===== src/rtl/instruction_mem_param.sv =====
// instruction_mem_param
//   Parametrised instruction memory for the single-cycle core. Byte-addressed
//   fetch port (PC steps by 2) with a one-cycle registered read, a runtime
//   program loader, a power-up clear sequence and alignment/range flags.
//
//   Optional feature macro: INST_MEM_PARITY_EN
//     When defined, every stored word carries an even-parity bit computed on
//     write. An aligned, in-range fetch whose parity does not match raises
//     parity_err together with fetch_valid and returns NOP_WORD.
//
// Ports
//   clk, rst            clock, asynchronous active-high reset
//   fetch_req/addr      fetch request and byte address (sampled on posedge)
//   fetch_valid, inst   answer to the previous cycle's request
//   misalign            answered address had bit 0 set
//   out_of_range        answered word address >= DEPTH
//   ready               memory is in RUN and serving fetches
//   load_start          RUN: begin a load; LOAD: finish the load
//   load_wr, load_data  program word write strobe and data (LOAD only)
//   load_busy           high while clearing or loading
//   load_done           one-cycle pulse in the first RUN cycle after a load
//   parity_err          (INST_MEM_PARITY_EN only) stored parity mismatch
module instruction_mem_param #(
  parameter int              DATA_W   = 16,
  parameter int              ADDR_W   = 8,
  parameter int              DEPTH    = 128,
  parameter logic [DATA_W-1:0] NOP_WORD = '0
) (
  input  logic              clk,
  input  logic              rst,
  input  logic              fetch_req,
  input  logic [ADDR_W-1:0] fetch_addr,
  output logic              fetch_valid,
  output logic [DATA_W-1:0] inst,
  output logic              misalign,
  output logic              out_of_range,
  output logic              ready,
  input  logic              load_start,
  input  logic              load_wr,
  input  logic [DATA_W-1:0] load_data,
  output logic              load_busy,
  output logic              load_done
`ifdef INST_MEM_PARITY_EN
  ,
  output logic              parity_err
`endif
);

  localparam int PTR_W = (DEPTH > 1) ? $clog2(DEPTH) : 1;
  localparam logic [PTR_W-1:0] LAST = PTR_W'(DEPTH - 1);

  typedef enum logic [1:0] {S_CLEAR, S_RUN, S_LOAD} state_t;

  state_t            state, nstate;
  logic [PTR_W-1:0]  ptr;
  logic [DATA_W-1:0] mem [DEPTH];

  logic              we;
  logic [DATA_W-1:0] wdata;
  logic              load_exit;

  logic [ADDR_W-2:0] waddr;
  logic [PTR_W-1:0]  ridx;
  logic              oor_c;

  logic              vld_p1;
  logic [DATA_W-1:0] inst_p1;
  logic              mis_p1;
  logic              oor_p1;

  function automatic logic parity_f(input logic [DATA_W-1:0] d);
    return ^d;
  endfunction

  // Load ends on an explicit stop or when the last word slot is written;
  // the pointer never wraps.
  assign load_exit = load_start || (load_wr && (ptr == LAST));

  // State register and write pointer
  always_ff @(posedge clk or posedge rst) begin
    if (rst) begin
      state     <= S_CLEAR;
      ptr       <= '0;
      load_done <= 1'b0;
    end else begin
      state     <= nstate;
      load_done <= (state == S_LOAD) && (nstate == S_RUN);
      unique case (state)
        S_CLEAR: ptr <= (ptr == LAST) ? '0 : ptr + PTR_W'(1);
        S_RUN:   ptr <= '0;
        S_LOAD: begin
          if (load_exit)    ptr <= '0;
          else if (load_wr) ptr <= ptr + PTR_W'(1);
        end
        default: ptr <= '0;
      endcase
    end
  end

  // Next-state logic
  always_comb begin
    nstate = state;
    unique case (state)
      S_CLEAR: if (ptr == LAST) nstate = S_RUN;
      S_RUN:   if (load_start)  nstate = S_LOAD;
      S_LOAD:  if (load_exit)   nstate = S_RUN;
      default: nstate = S_CLEAR;
    endcase
  end

  // FSM outputs
  always_comb begin
    ready     = (state == S_RUN);
    load_busy = (state == S_CLEAR) || (state == S_LOAD);
  end

  // Single write port shared by the clear sweep and the loader
  always_comb begin
    we    = (state == S_CLEAR) || ((state == S_LOAD) && load_wr);
    wdata = (state == S_CLEAR) ? NOP_WORD : load_data;
  end

  always_ff @(posedge clk) begin
    if (we) mem[ptr] <= wdata;
  end

`ifdef INST_MEM_PARITY_EN
  logic mem_par [DEPTH];
  logic par_bad;
  logic perr_p1;

  always_ff @(posedge clk) begin
    if (we) mem_par[ptr] <= parity_f(wdata);
  end

  assign par_bad = (parity_f(mem[ridx]) != mem_par[ridx]);
`else
  logic par_bad;
  assign par_bad = 1'b0;
`endif

  assign waddr = fetch_addr[ADDR_W-1:1];
  assign ridx  = waddr[PTR_W-1:0];
  assign oor_c = (32'(waddr) >= 32'(DEPTH));

  // Stage p1: registered fetch answer, one cycle after the request
  always_ff @(posedge clk or posedge rst) begin
    if (rst) begin
      vld_p1  <= 1'b0;
      inst_p1 <= NOP_WORD;
      mis_p1  <= 1'b0;
      oor_p1  <= 1'b0;
    end else if ((state == S_RUN) && fetch_req) begin
      vld_p1  <= 1'b1;
      mis_p1  <= fetch_addr[0];
      oor_p1  <= oor_c;
      inst_p1 <= (fetch_addr[0] || oor_c || par_bad) ? NOP_WORD : mem[ridx];
    end else begin
      vld_p1  <= 1'b0;
      mis_p1  <= 1'b0;
      oor_p1  <= 1'b0;
    end
  end

`ifdef INST_MEM_PARITY_EN
  always_ff @(posedge clk or posedge rst) begin
    if (rst) perr_p1 <= 1'b0;
    else     perr_p1 <= (state == S_RUN) && fetch_req && !fetch_addr[0] && !oor_c && par_bad;
  end
  assign parity_err = perr_p1;
`endif

  assign fetch_valid  = vld_p1;
  assign inst         = inst_p1;
  assign misalign     = mis_p1;
  assign out_of_range = oor_p1;

endmodule

===== config.mk =====
export PLATFORM = sky130hd
export DESIGN_NAME = instruction_mem_param
export DESIGN_NICKNAME = d
export VERILOG_FILES = /design/src/rtl/instruction_mem_param.sv
export SDC_FILE = /design/constraint.sdc
export NUM_CORES = 2
export LEC_CHECK = 0
export CAP_MARGIN = 10
export CORE_MARGIN = 1
export CORE_UTILIZATION = 40
export DETAILED_ROUTE_END_ITERATION = 7
export GPL_ROUTABILITY_DRIVEN = 0
export PLACE_DENSITY = 0.53
export SLEW_MARGIN = 20
export SYNTH_ARGS = -nofsm -noshare
export SYNTH_HDL_FRONTEND = slang
export SYNTH_SLANG_ARGS = --single-unit

===== constraint.sdc =====
create_clock -name clk -period 6.5 [get_ports clk]
set_clock_uncertainty 0.05 [all_clocks]
set_input_delay 0.975 -clock clk [delete_from_list [all_inputs] [get_ports clk]]
set_output_delay 0.975 -clock clk [all_outputs]
set_load 0.005 [all_outputs]

* Word-level counts from Yosys, hierarchy flattened
Memory sizes are Yosys's and may differ from the RTL's. Index checks and enable logic that the tools add are counted.
Cells by class: add/sub/neg operators 1, equality and inequality tests 5, muxes and demuxes 14, reduce and logical (&&, ||, !) cells 8
Operator list (count):
- 2-to-1 mux 16 bit | 2
- 2-to-1 mux 7 bit | 3
- case mux 7 bit (2 select lines) | 1
- adder 7 x 1 -> 7 bit, second input constant | 1
- == test 7 bit, second input constant | 1
- 2-to-1 mux 2 bit | 3
- case mux 2 bit (3 select lines) | 1
- == test 2 x 1 -> 1 bit, second input constant | 2
- logical AND 1 bit | 4
- 2-to-1 mux 1 bit | 4
- logical OR 1 bit | 3
- inequality test 3 bit, second input constant | 1
- == test 2 bit, second input constant | 1
- logical NOT 2 bit | 1
Word-level totals: word-level logic and storage cells 35, RAM bits 2048, output and inout port bits 22, memories kept 1, flip-flop bits (word level) 28, input bits 29
Memory list:
- mem | depth 128, width 16, read ports 1, clocked after memory_dff 0, wr ports 1, line 56 | logic [DATA_W-1:0] mem [DEPTH];

* Depth between registers and ports, before layout
depth in word-level cells 7, gate-level depth with buffers 11, gate-level depth less buffers 6

* Least setup slack after synthesis
OpenSTA, ideal clock, no wires.
path type input to register, from input port load_data[0], to memory mem[0][0], data pin, arrival time 4088 ps, library setup time 828 ps, required time 5622 ps, cell stages on the path 1, buffers on the path 0, slack 1534 ps, cell sequence nor2b_1
On the way: word-level cells in the longest chain between the ends 1
RTL lines:
- start: declaration | line 40 | input logic [DATA_W-1:0] load_data,
- 2-to-1 mux 16 bit | line 120 | wdata = (state == S_CLEAR) ? NOP_WORD : load_data;
- end: declaration | line 56
Every way passes these cells.

* Worst setup path after layout
from input port fetch_addr[6], to register inst_p1[0], in the netlist inst[0]
On the way: word-level cells in the longest chain between the ends 2
RTL lines:
- start: declaration | line 32 | input logic [ADDR_W-1:0] fetch_addr,
- memory (128 x 16 bit)
- 2-to-1 mux 16 bit | line 157 | inst_p1 <= (fetch_addr[0] || oor_c || par_bad) ? NOP_WORD : mem[ridx];
- end signal: assignment | line 157
- end: declaration | line 67 | logic [DATA_W-1:0] inst_p1;
Every way passes these cells. A chain may end at the register's enable or synchronous reset.

==> impl_metrics.env <==
export IMPL_filler_cell_count=16301
export IMPL_post_cts_buffers=0
export IMPL_asyncSetResetFlopFracSynth_pct=1.349
export IMPL_chipHeight_um=447.0
export IMPL_yosys_cell_count_top_type="edfxtp_1"
export IMPL_dp_hpwl_um=121100
export IMPL_floorplan_core_area_um2=195800
export IMPL_dpl_cell_count=6236
export IMPL_numCtsBuffers=212
export IMPL_post_route_cells_drive_above_1_share_pct=26.51
export IMPL_hold_ws_ns=0.4945
export IMPL_start_util_pct=40.46
export IMPL_cts_sinks=2076
export IMPL_ant_nets=0
export IMPL_report_final_hold_viol_count=0
export IMPL_maximum_capacitance_violations=0
export IMPL_finalCoreUtilization_pct=46.32
export IMPL_num_nets_final=3857
export IMPL_netlist_area_leader_share_pct=77.63
export IMPL_ctsLongestPathBuffers=3
export IMPL_h_tree_depth=4
export IMPL_max_slew_worst_pin_slew_ns=1.205
export IMPL_path_class="in2reg"
export IMPL_post_syn_area_um2=79220
export IMPL_avgSynthCellArea_um2=22.20
export IMPL_synth_top_cells_by_area="edfxtp_1 (78%), mux4_2 (14%), nor2_1 (1.1%)"
export IMPL_antenna_violations_before_repair=10
export IMPL_crit_required_ns=7.22
export IMPL_via_count_of_the_first_global_routing_pass=38225
export IMPL_final_period_minus_worst_setup_slack_ns=3.733
export IMPL_worst_ir_drop_vdd_uv=292.0
export IMPL_clkLatencyLatePin_ns=0.83
export IMPL_die_extent_in_x_um=447.0
export IMPL_grt_first_pass_wirelength_um=291300
export IMPL_synth_distinct_cells=52
export IMPL_dieArea_um2=199800
export IMPL_synth_edf_count=2048
export IMPL_max_freq_mhz=267.9
export IMPL_slew_limit_headroom_pct=19.48
export IMPL_timing_max_transition_violations_final=0
export IMPL_pin_count=51
export IMPL_ctsRootBufferMaster="clkbuf_16"
export IMPL_synth_top_cells_by_count="edfxtp_1 (2048), mux4_2 (495), nor2_1 (223)"
export IMPL_synthCells=3569
export IMPL_hold_class="in2async"
export IMPL_finalCritPeriodShare_pct=57.43
export IMPL_synth_largest_area_cell="edfxtp_1"
export IMPL_grt_max_degree=129
export IMPL_endpoint_kind="flop"
export IMPL_cts_repair_resized=0
export IMPL_run_status="finished clean"
export IMPL_timing_critical_path_fanout_max=16
export IMPL_post_layout_nonfiller_instances=6636
export IMPL_number_of_optimization_iterations_in_the_first_detailed_route_pass=6
export IMPL_setup_total_negative_slack_ns=0
export IMPL_tritoncts_clock_tree="yes"
export IMPL_postSynthNetCount=3599
export IMPL_part_of_the_yosys_area_used_for_sequential_elements_pct=78.51
export IMPL_final_critical_path_setup_slack_ns=2.767
export IMPL_placement_io_buffers=49
export IMPL_yosys_warnings=0
export IMPL_grt_setup_unrepaired="false"
export IMPL_cp_arrival_ns=4.45
export IMPL_p_leak_nw=28.49
export IMPL_synth_main_ff_cell="edfxtp_1"
export IMPL_placementRows=162
export IMPL_place_ws_ns=1.953
export IMPL_cts_hold_fix_buffers=0
export IMPL_detailroute_via_count=37534
export IMPL_grt_remaining_overflow=0
export IMPL_grt_use_total_pct=20.71
export IMPL_cp_start_kind="input pin"
export IMPL_detail_route_wl_per_cell_um=31.00
export IMPL_detail_route_iter0_violations=4350
export IMPL_route_detailed_drc=0
export IMPL_power_per_cell_area_nw_per_um2=334.6
export IMPL_drt_wl_total_um=205700
export IMPL_ys_ff_latch=2076
export IMPL_finalSetupViolations=0
export IMPL_areaGrowthSynthToFinish_pct=14.48
export IMPL_clk_pin_slew_ns=0.06
export IMPL_post_drt_via_cell_ratio=5.656
## registers in the layout (all words and copies together), names as in the netlist
register	flops
misalign	1
state	2
ptr	7
fetch_valid	1
mem	2048
load_done	1
inst	16
## cell families (layout without fill, tap and decap cells)
family,Yosys count,in the layout,share of synthesized area [%]
flops,2076,2076,78.51
mux,566,566,15.00
simple gates,436,436,2.505
compound gates,281,281,2.598
buf+inv,205,646,1.333
xor+xnor,3,3,0.03317
fa+ha+maj,1,1,0.01579
other cells,1,3,0.004734
## cell type report
class / instances / area [um2] / share of cell area [%]
Sequential cell: 2076 / 62200 / 68.58
Multi-Input combinational cell: 1288 / 16220 / 17.88
Clock buffer: 272 / 5613 / 6.189
Tap cell: 2624 / 3283 / 3.620
Timing Repair Buffer: 244 / 2146 / 2.366
Clock inverter: 125 / 1212 / 1.337
Inverter: 5 / 18.77 / 0.02069
Antenna cell: 2 / 5.005 / 0.005518
## metrics by stage
step / total power [mW] / instance area [um2]
finish: 30.35 / 90700
global route: 31.25 / 90700
detailed placement: 18.71 / 83830
global placement: 18.65 / 83800
floorplan: 17.33 / 79220
CTS: 30.65 / 90660
## critical path, cell delays in order
cell and delay [ns]:
clkdlybuf4s50_1 0.63, nor3b_1 0.92, nand3_1 0.87, a21oi_1 0.82, nand4bb_1 0.21
## layer usage
metal  share of wire (%)  track usage [%]
met4                 3.5            7.377
met1                  42            28.72
met2                  48            32.41
met5               0.080           0.4396
met3                 6.5            4.284
## worst paths after layout
path	slack, ns	cells after the start	to	startpoint
worst max-delay path	2.77	5	inst[0]	fetch_addr[6]
worst max register to register	3.01	6	inst[1]	state[1]
worst min register to register	0.54	1	ptr[0]	ptr[0]
max in group asynchronous	5.55	3	inst[3]	rst
worst min-delay path	0.49	3	misalign	rst
min in group clk	0.54	1	ptr[0]	ptr[0]
## report_power, final
group	internal, mW	total, mW	switching (mW)
registers	15.6	15.8	0.165
logic	0.713	2.62	1.90
clock network	6.86	12.0	5.11
total	23.2	30.4	7.18
## cells in the final DEF (no fill, tap or decap), types with 16 or more instances in the layout
master           Yosys  final
edfxtp_1          2048   2048
mux4_2             495    495
clkbuf_16            0    214
nor2_1             223    199
buf_4               18    181
a22oi_1             98     98
nand2_1             59     59
o22ai_1             55     55
nand3_1             56     54
mux2i_1             54     54
clkbuf_1            72     54
clkinv_1             0     44
clkinv_2             0     44
clkdlybuf4s50_1      0     44
dfrtp_1             28     28
nand4_1             20     20
a21oi_1             20     20
bufinv_16            0     19
nor2b_4              0     18
a22o_1              18     18
mux2_2              17     17
nor2_2               0     17
nor2b_1             35     16
o21ai_0             17     16
o2111ai_1           16     16
o221ai_1            16     16
Power figures use the tool's default switching activity.
